File: config.mk
export PLATFORM = sky130hd
export DESIGN_NAME = pll_lock_sequencer
export DESIGN_NICKNAME = d
export VERILOG_FILES = /design/src/rtl/pll_lock_sequencer.sv
export SDC_FILE = /design/constraint.sdc
export NUM_CORES = 1
export LEC_CHECK = 0
export ABC_AREA = 0
export BUFFER_PORTS_ARGS = -buffer_cell sky130_fd_sc_hd__buf_2
export CAP_MARGIN = 30
export CORE_ASPECT_RATIO = 0.9
export CORE_MARGIN = 4
export CORE_UTILIZATION = 52
export CTS_BUF_LIST = sky130_fd_sc_hd__clkbuf_16
export CTS_CLUSTER_DIAMETER = 120
export DETAILED_ROUTE_END_ITERATION = 8
export PLACE_DENSITY_LB_ADDON = 0.05
export SYNTH_ARGS = -nofsm -noshare
export SYNTH_HDL_FRONTEND = slang
export SYNTH_SLANG_ARGS = --single-unit
File: constraint.sdc
create_clock -name refclk -period 2 [get_ports refclk]
set_input_delay 0.6 -clock refclk [delete_from_list [all_inputs] [get_ports refclk]]
set_output_delay 0.6 -clock refclk [all_outputs]
set_load 0.05 [all_outputs]
File: src/rtl/pll_lock_sequencer.sv
// pll_lock_sequencer: drives the PLL reset, qualifies its lock output and reports clocks_ready, fault and lock-loss status
module pll_lock_sequencer #(
    parameter int RST_PULSE_CYC    = 16,
    parameter int LOCK_STABLE_CYC  = 1024,
    parameter int LOCK_TIMEOUT_CYC = 500000,
    parameter int MAX_RETRIES      = 4,
    parameter int CNT_W            = 20
) (
    input  logic       refclk,
    input  logic       rst,
    input  logic       pll_locked,
    input  logic       soft_reset_req,
    output logic       pll_rst,
    output logic       clocks_ready,
    output logic       fault,
    output logic [3:0] retry_cnt,
    output logic [7:0] lock_loss_cnt,
    output logic [2:0] seq_state
);
    typedef enum logic [2:0] {
        RESET_PLL   = 3'd0,
        WAIT_LOCK   = 3'd1,
        STABLE_WAIT = 3'd2,
        RUN         = 3'd3,
        FAULT       = 3'd4
    } state_t;

    localparam logic [CNT_W-1:0] RST_LAST  = CNT_W'(RST_PULSE_CYC - 1);
    localparam logic [CNT_W-1:0] STAB_LAST = CNT_W'(LOCK_STABLE_CYC - 1);
    localparam logic [CNT_W-1:0] TO_LAST   = CNT_W'(LOCK_TIMEOUT_CYC - 1);
    localparam logic [3:0]       MAX_R     = 4'(MAX_RETRIES);

    state_t           state, state_n;
    logic [CNT_W-1:0] cnt;
    logic [3:0]       retry_n;
    logic [7:0]       loss_n;
    logic             sync1, locked_s;

    // two-flop synchroniser for the asynchronous PLL lock flag
    always_ff @(posedge refclk or negedge rst) begin
        if (!rst) {locked_s, sync1} <= 2'b00;
        else      {locked_s, sync1} <= {sync1, pll_locked};
    end

    // next state, retry and lock-loss bookkeeping; soft reset overrides everything
    always_comb begin
        state_n = state;
        retry_n = retry_cnt;
        loss_n  = lock_loss_cnt;
        if (soft_reset_req) begin
            state_n = RESET_PLL;
            retry_n = '0;
        end else begin
            case (state)
                RESET_PLL:   if (cnt == RST_LAST) state_n = WAIT_LOCK;
                WAIT_LOCK: begin
                    if (locked_s) state_n = STABLE_WAIT;
                    else if (cnt == TO_LAST) begin
                        retry_n = retry_cnt + 4'd1;
                        state_n = (retry_n == MAX_R) ? FAULT : RESET_PLL;
                    end
                end
                STABLE_WAIT: begin
                    if (!locked_s) state_n = WAIT_LOCK;
                    else if (cnt == STAB_LAST) begin
                        state_n = RUN;
                        retry_n = '0;
                    end
                end
                RUN: begin
                    if (!locked_s) begin
                        state_n = RESET_PLL;
                        loss_n  = (lock_loss_cnt == 8'hFF) ? lock_loss_cnt : lock_loss_cnt + 8'd1;
                    end
                end
                default: state_n = state;
            endcase
        end
    end

    // state, shared cycle counter (restarts on any transition or soft reset) and status counters
    always_ff @(posedge refclk or negedge rst) begin
        if (!rst) begin
            state         <= RESET_PLL;
            cnt           <= '0;
            retry_cnt     <= '0;
            lock_loss_cnt <= '0;
        end else begin
            state         <= state_n;
            cnt           <= (soft_reset_req || state_n != state) ? '0 :
                             (state == RUN || state == FAULT) ? cnt : cnt + CNT_W'(1);
            retry_cnt     <= retry_n;
            lock_loss_cnt <= loss_n;
        end
    end

    assign pll_rst      = (state == RESET_PLL) || (state == FAULT);
    assign clocks_ready = (state == RUN);
    assign fault        = (state == FAULT);
    assign seq_state    = state;
endmodule

[After elaboration in Yosys (flattened, before gate mapping)]
Index checks and enable logic that the tools add are counted.
Storage, ports and cells
  register bits: 37
  input port bits: 4
Cells by class
  add/subtract/negate cells: 3
  equal/unequal tests: 15
  multiplexer cells: 17
  bitwise gates (word level): 3
  reduce and logical (&&, ||, !) cells: 7
Operators by type and width (count)
  20-bit two-way mux: 2
  3-bit two-way mux: 8
  20-bit by 1-bit adder with 20-bit output (second input constant): 1
  20-bit by 10-bit equality test with 1-bit output (second input constant): 1
  20-bit by 19-bit equality test with 1-bit output (second input constant): 1
  20-bit by 4-bit equality test with 1-bit output (second input constant): 1
  4-bit two-way mux: 5
  3-bit inequality test (second input constant): 4
  3-bit case mux with 4 select lines: 1
  8-bit by 1-bit adder with 8-bit output (second input constant): 1
  8-bit equality test (second input constant): 1
  4-bit case mux with 2 select lines: 1
  3-bit by 2-bit equality test with 1-bit output (second input constant): 2
  5-bit AND reduction: 1
  4-bit by 1-bit adder with 4-bit output (second input constant): 1
  4-bit by 3-bit equality test with 1-bit output (second input constant): 1
  4-bit AND reduction: 1
  3-bit by 1-bit equality test with 1-bit output (second input constant): 1
  3-bit equality test (second input constant): 1
  3-bit logical NOT: 1
  1-bit logical OR: 3
  3-bit inequality test: 1
  1-bit inverter: 3
  3-bit nonzero test: 1
  2-bit inequality test (second input constant): 1

[Longest topological paths before layout]
  depth in word-level cells: 10
  gate-level depth with buffers: 9
  gate-level depth less buffers: 7

[Worst setup path before layout]
OpenSTA, ideal clock, no wires.
  kind: reg2reg
  start: reg state[2] (netlist: seq_state[2])
  end: reg cnt[11]
  library setup time: 0.119 ns
  arrival time: 3.135 ns
  data required time: 1.881 ns
  setup slack: -1.254 ns
  stages on the path, launching flop included: 9
  path buffers: 2
  cells stage by stage: dfrtp_1 > buf_4 > nor3b_1 > or4b_1 > clkbuf_1 > nor2_1 > and4_1 > xnor2_1 > nor2_2
RTL lines
  start, declared: line 33  | state_t state, state_n;
  start signal, assigned: line 89  | state <= state_n;
  3-bit equality test
  net fault: line 15  | output logic fault,
  1-bit logical OR: line 91  | (state == RUN || state == FAULT) ? cnt : cnt + CNT_W'(1);
  2-bit inequality test (no line)
  end signal, assigned: line 90  | cnt <= (soft_reset_req || state_n != state) ? '0 :
  end, declared: line 34  | logic [CNT_W-1:0] cnt;
The timed path passes the listed nets, and every way through them passes these cells.
A chain may end at the register's enable or synchronous reset.

[Worst setup path in the final report]
  start: reg cnt[14]
  end: reg cnt[11]
On the way
  cells in the longest elaborated chain, start to end: 8
RTL lines
  20-bit by 10-bit equality test with 1-bit output or 20-bit by 19-bit equality test with 1-bit output (tied branches): line 65, 58
  3-bit two-way mux, on equally long branches: line 65, 58
  3-bit two-way mux, on equally long branches: line 64, 57
  3-bit case mux with 4 select lines *: line 54  | case (state)
  3-bit two-way mux *: line 50  | if (soft_reset_req) begin
  3-bit inequality test *: line 90
  1-bit logical OR *: line 90
  2-bit inequality test (no line) or 20-bit two-way mux (tied branches)
Every way passes the cells marked *; elsewhere a longest branch is shown, timed or not.

==> reports/metrics.sh <==
POSTSYNTHREGISTERBITS=37
GLOBALPLACE.CONGESTION=0.869
GLOBAL_ROUTING_USAGE_ON_MET1=0.272
POST_SYN_INSTANCES=193
ANTENNA_CELLS=0
FINAL_COMMON_CELL='buf_4'
FMAX_GHz=0.453
HOLD_VIO_CNT_FINAL=0
CHIPHEIGHT_UM=66.6
NETLIST_AREA_UM2=1990
YOSYS.AREA.TOP_TYPE='dfrtp_1'
ROUTED-VIA-COUNT=1619
FINAL_SETUP_VIO_COUNT=24
DETAIL_ROUTE.WIRELENGTH_UM=4440
FAILED_CHECKS='setup timing'
ENDPOINT_KIND='flop'
MOSTFREQUENTLAYOUTCELLS='buf_4 (35), dfrtp_1 (34), nor2_2 (23)'
TIMING_WORST_SLEW_PIN_VALUE_PS=421
VIASPERCELL=5.40
CTSHOLDBUFFERS=0
REGISTER_AREA_UM2=930
NETLIST.AREA_LEADER.SHARE=0.466
ANTENNA_LEFT=0
SETUP_TOTAL_NEGATIVE_SLACK_PS=-4340
CTS_NUM_SINKS=37
KIND_OF_LAUNCH_POINT_OF_THE_WORST_SETUP_PATH='flop'
INSERTION_DELAY_PS=280
FINALMAXSLEWVIOLATIONS=0
CLOCK_TREE_BUF_DEPTH=2
DETAILEDROUTE.FIRSTITERATIONVIOLATIONS=77
POWER_LEAKAGE_nW=1.25
FLOORPLAN.DIE.WIDTH_UM=73.2
GRT_MAX_DEGREE=21
MAXIMUM_FANOUT_ENCOUNTERED_ON_THE_CRITICAL_TIMING_PATH=20
PLACE.DETAILED.HPWL_UM=3240
CRITICAL_PATH.REG2REG.STARTPOINT='cnt[14]$_DFFE_PN0P_'
SETUP_SLACK_PS=-208
FILLERS=279
PLACEMENTROWS=21
CHAIN_OF_CELLS_FORMING_THE_CRITICAL_PATH='or4_4 -> nor3b_4 -> nand4_2 -> and3_4 -> a311o_2 -> buf_12 -> nor2_2'
WORST_EP_REQUIRED_TIME_PS=2220
AREA_GROWTH_SYNTH_TO_FINISH_PCT=35.5
DRC=0
GRT_PASS1_WL_UM=7850
IR_WORST_VDD_uV=442
CPPEAKSTAGEDELAY_PS=570
RUN_STATUS='finished with violations'
GRT_SETUP_UNREPAIRED='true'
STDCELL_AREA_UM2=2690
GRT_OVERFLOW=0
CORE-AREA_UM2=3700
ANTENNA_FOUND_INITIAL=0
COUNT_OF_PINS_ON_THE_BLOCK_BOUNDARY=22
SYNTH_AREA_PER_CELL_UM2=10.3
SYNTH.YOSYS.WARNINGS=0
START_UTIL=0.536
HTREE_NUM_LEVELS=2
CLOCK_PIN_SLEW_ON_THE_WORST_SETUP_AND_HOLD_PATHS_PS=50
CTS_INSERTED_BUFFERS=5
NETLIST_TOP_CELLS_AREA='dfrtp_1 (47%), xnor2_1 (6.6%), nor2_2 (6.0%)'
WORST_EP_ARRIVAL_TIME_PS=2420
SYNTH.YOSYS.SEQ_AREA_SHARE=0.466
REG2REG_DEPTH=7
MAXCAPVIOLCOUNT=0
TIMING_WORST_SETUP_PATH_TYPE='flop to flop'
GLOBALROUTEMET3UTIL=0.0468
FINAL_SETUP_SKEW_PS=2.97
MET2_USAGE_IN_GLOBAL_ROUTING=0.345
MULTI_INPUT_COMB_AREA_UM2=1050
SYN-NUM-NETS=200
FINALWORSTPATHREQUIREDPERIOD_PS=2210
WORSTREG2REGEND='cnt[11]$_DFFE_PN0P_'
POST-ROUTE-UTIL=0.726
FINAL_CYCLE_SHARE=1.10
WORST_SLEW_MARGIN_REL=0.719
WORST_PATH_MAX_DELAY_CELL='or4_4'
POST_ROUTE_CELLS_DRIVE_ABOVE_1_SHARE=0.429
CTS_TREE='done'
PLACEMENT.IO_BUFFERS=21
VIAS_IN_THE_FIRST_GLOBAL_ROUTE=1669
R2R_SLACK_PS=-210
CTS_ROOT_BUF='clkbuf_16'
ROUTE.DETAILED.WL_PER_INST_UM=14.8
P_PER_AREA_nW_PER_UM2=684
AREA_AFTER_DPL_UM2=2410
DRT_PRE_ANTENNA_ITERS=4
GR-MAX-USAGE-LAYER='met2'
GRTUSAGETOTAL=0.214
HOLD_PATH_CLASS='input pin to async pin'
SYNTHDISTINCTLIBCELLS=40
DIEAREA_UM2=4880
TOTAL_NUMBER_OF_NETS_IN_THE_FINAL_DESIGN=260
per-stage QoR:
step	setup slack [ps]	hold WS [ps]	total power (W)	std cells
5_1_grt	-302	274	0.00191	300
6_report	-208	248	0.00184	300
2_1_floorplan	-260	304	0.000813	193
3_3_place_gp	-105	345	0.000842	287
3_5_place_dp	-190	348	0.000844	287
4_1_cts	-185	259	0.00185	297
report_power, final:
group / total (W) / switching (W) / internal [W]
registers: 0.000766 / 0.00000923 / 0.000757
clock network: 0.00101 / 0.000299 / 0.000711
logic: 0.0000644 / 0.0000420 / 0.0000224
total: 0.00184 / 0.000351 / 0.00149
flip-flops by register name, indices dropped and copies added, names as in the netlist:
name	flops
cnt	20
retry_cnt	4
lock_loss_cnt	8
seq_state	3
locked_s	1
sync1	1
worst max-delay path, delay by kind of cell (launching register included):
kind,cells,cell delay (ps)
buffers and inverters,1,180
AOI/OAI and AO/OA,1,330
and+or+nand+nor,5,1240
DFF,1,390
final cells by class:
type	count	share of cell area
clock buffer	5	0.0465
timing repair buffer	61	0.169
multi-input combinational	146	0.391
tap	46	0.0214
sequential	37	0.345
clock inverter	3	0.0242
inverter	2	0.00279
timing repair:
item / 4_1_cts / 5_1_grt
gates cloned: 0 / 0
pin swaps: 2 / 5
setup buffers: 2 / 4
endpoints found under the setup margin: 26 / 28
gates resized for setup: 4 / 9
worst max path at each step:
stage | start | end | slack [ps] | depth (start not counted)
floorplan | seq_state[1]$_DFF_PN0_ | cnt[19]$_DFFE_PN0P_ | -260 | 9
global placement | cnt[9]$_DFFE_PN0P_ | cnt[1]$_DFFE_PN0P_ | -110 | 7
detailed placement | cnt[14]$_DFFE_PN0P_ | cnt[11]$_DFFE_PN0P_ | -190 | 7
CTS | cnt[14]$_DFFE_PN0P_ | cnt[17]$_DFFE_PN0P_ | -190 | 7
global route | cnt[14]$_DFFE_PN0P_ | retry_cnt[0]$_DFFE_PN0P_ | -300 | 8
finish | cnt[14]$_DFFE_PN0P_ | cnt[11]$_DFFE_PN0P_ | -210 | 7
cells by family after synthesis:
group / count (synthesis) / share of synthesized area
AO/OA/AOI/OAI: 13 / 0.0466
XOR/XNOR: 28 / 0.123
adder cells (fa/ha/maj): 3 / 0.0189
buffers and inverters: 10 / 0.0346
flip-flops: 37 / 0.466
multiplexers: 3 / 0.0164
AND/OR/NAND/NOR: 99 / 0.294
routing by layer:
| metal | up-vias | wire [µm] |
|---|---|---|
| met5 | - | 0 |
| li1 | 795 | - |
| met4 | 0 | 95 |
| met2 | 23 | 2220 |
| met1 | 791 | 2000 |
| met3 | 10 | 128 |
synth_stat cells (all sizes together):
library cell and n:
a21oi 6, a221oi 1, a22o 2, a311o 1, a311oi 1, and3 3, and3b 1, and4 2
buf 5, clkbuf 3, dfrtp 37, ha 3, inv 2, mux2 2, mux2i 1, nand2 13
nand3 10, nand4 12, nor2 38, nor3 4, nor3b 4, nor4 3, nor4b 2, o21ai 1
o21bai 1, or3b 1, or4 5, or4b 1, xnor2 15, xor2 13
No activity file was read; power rests on OpenSTA's default activity.
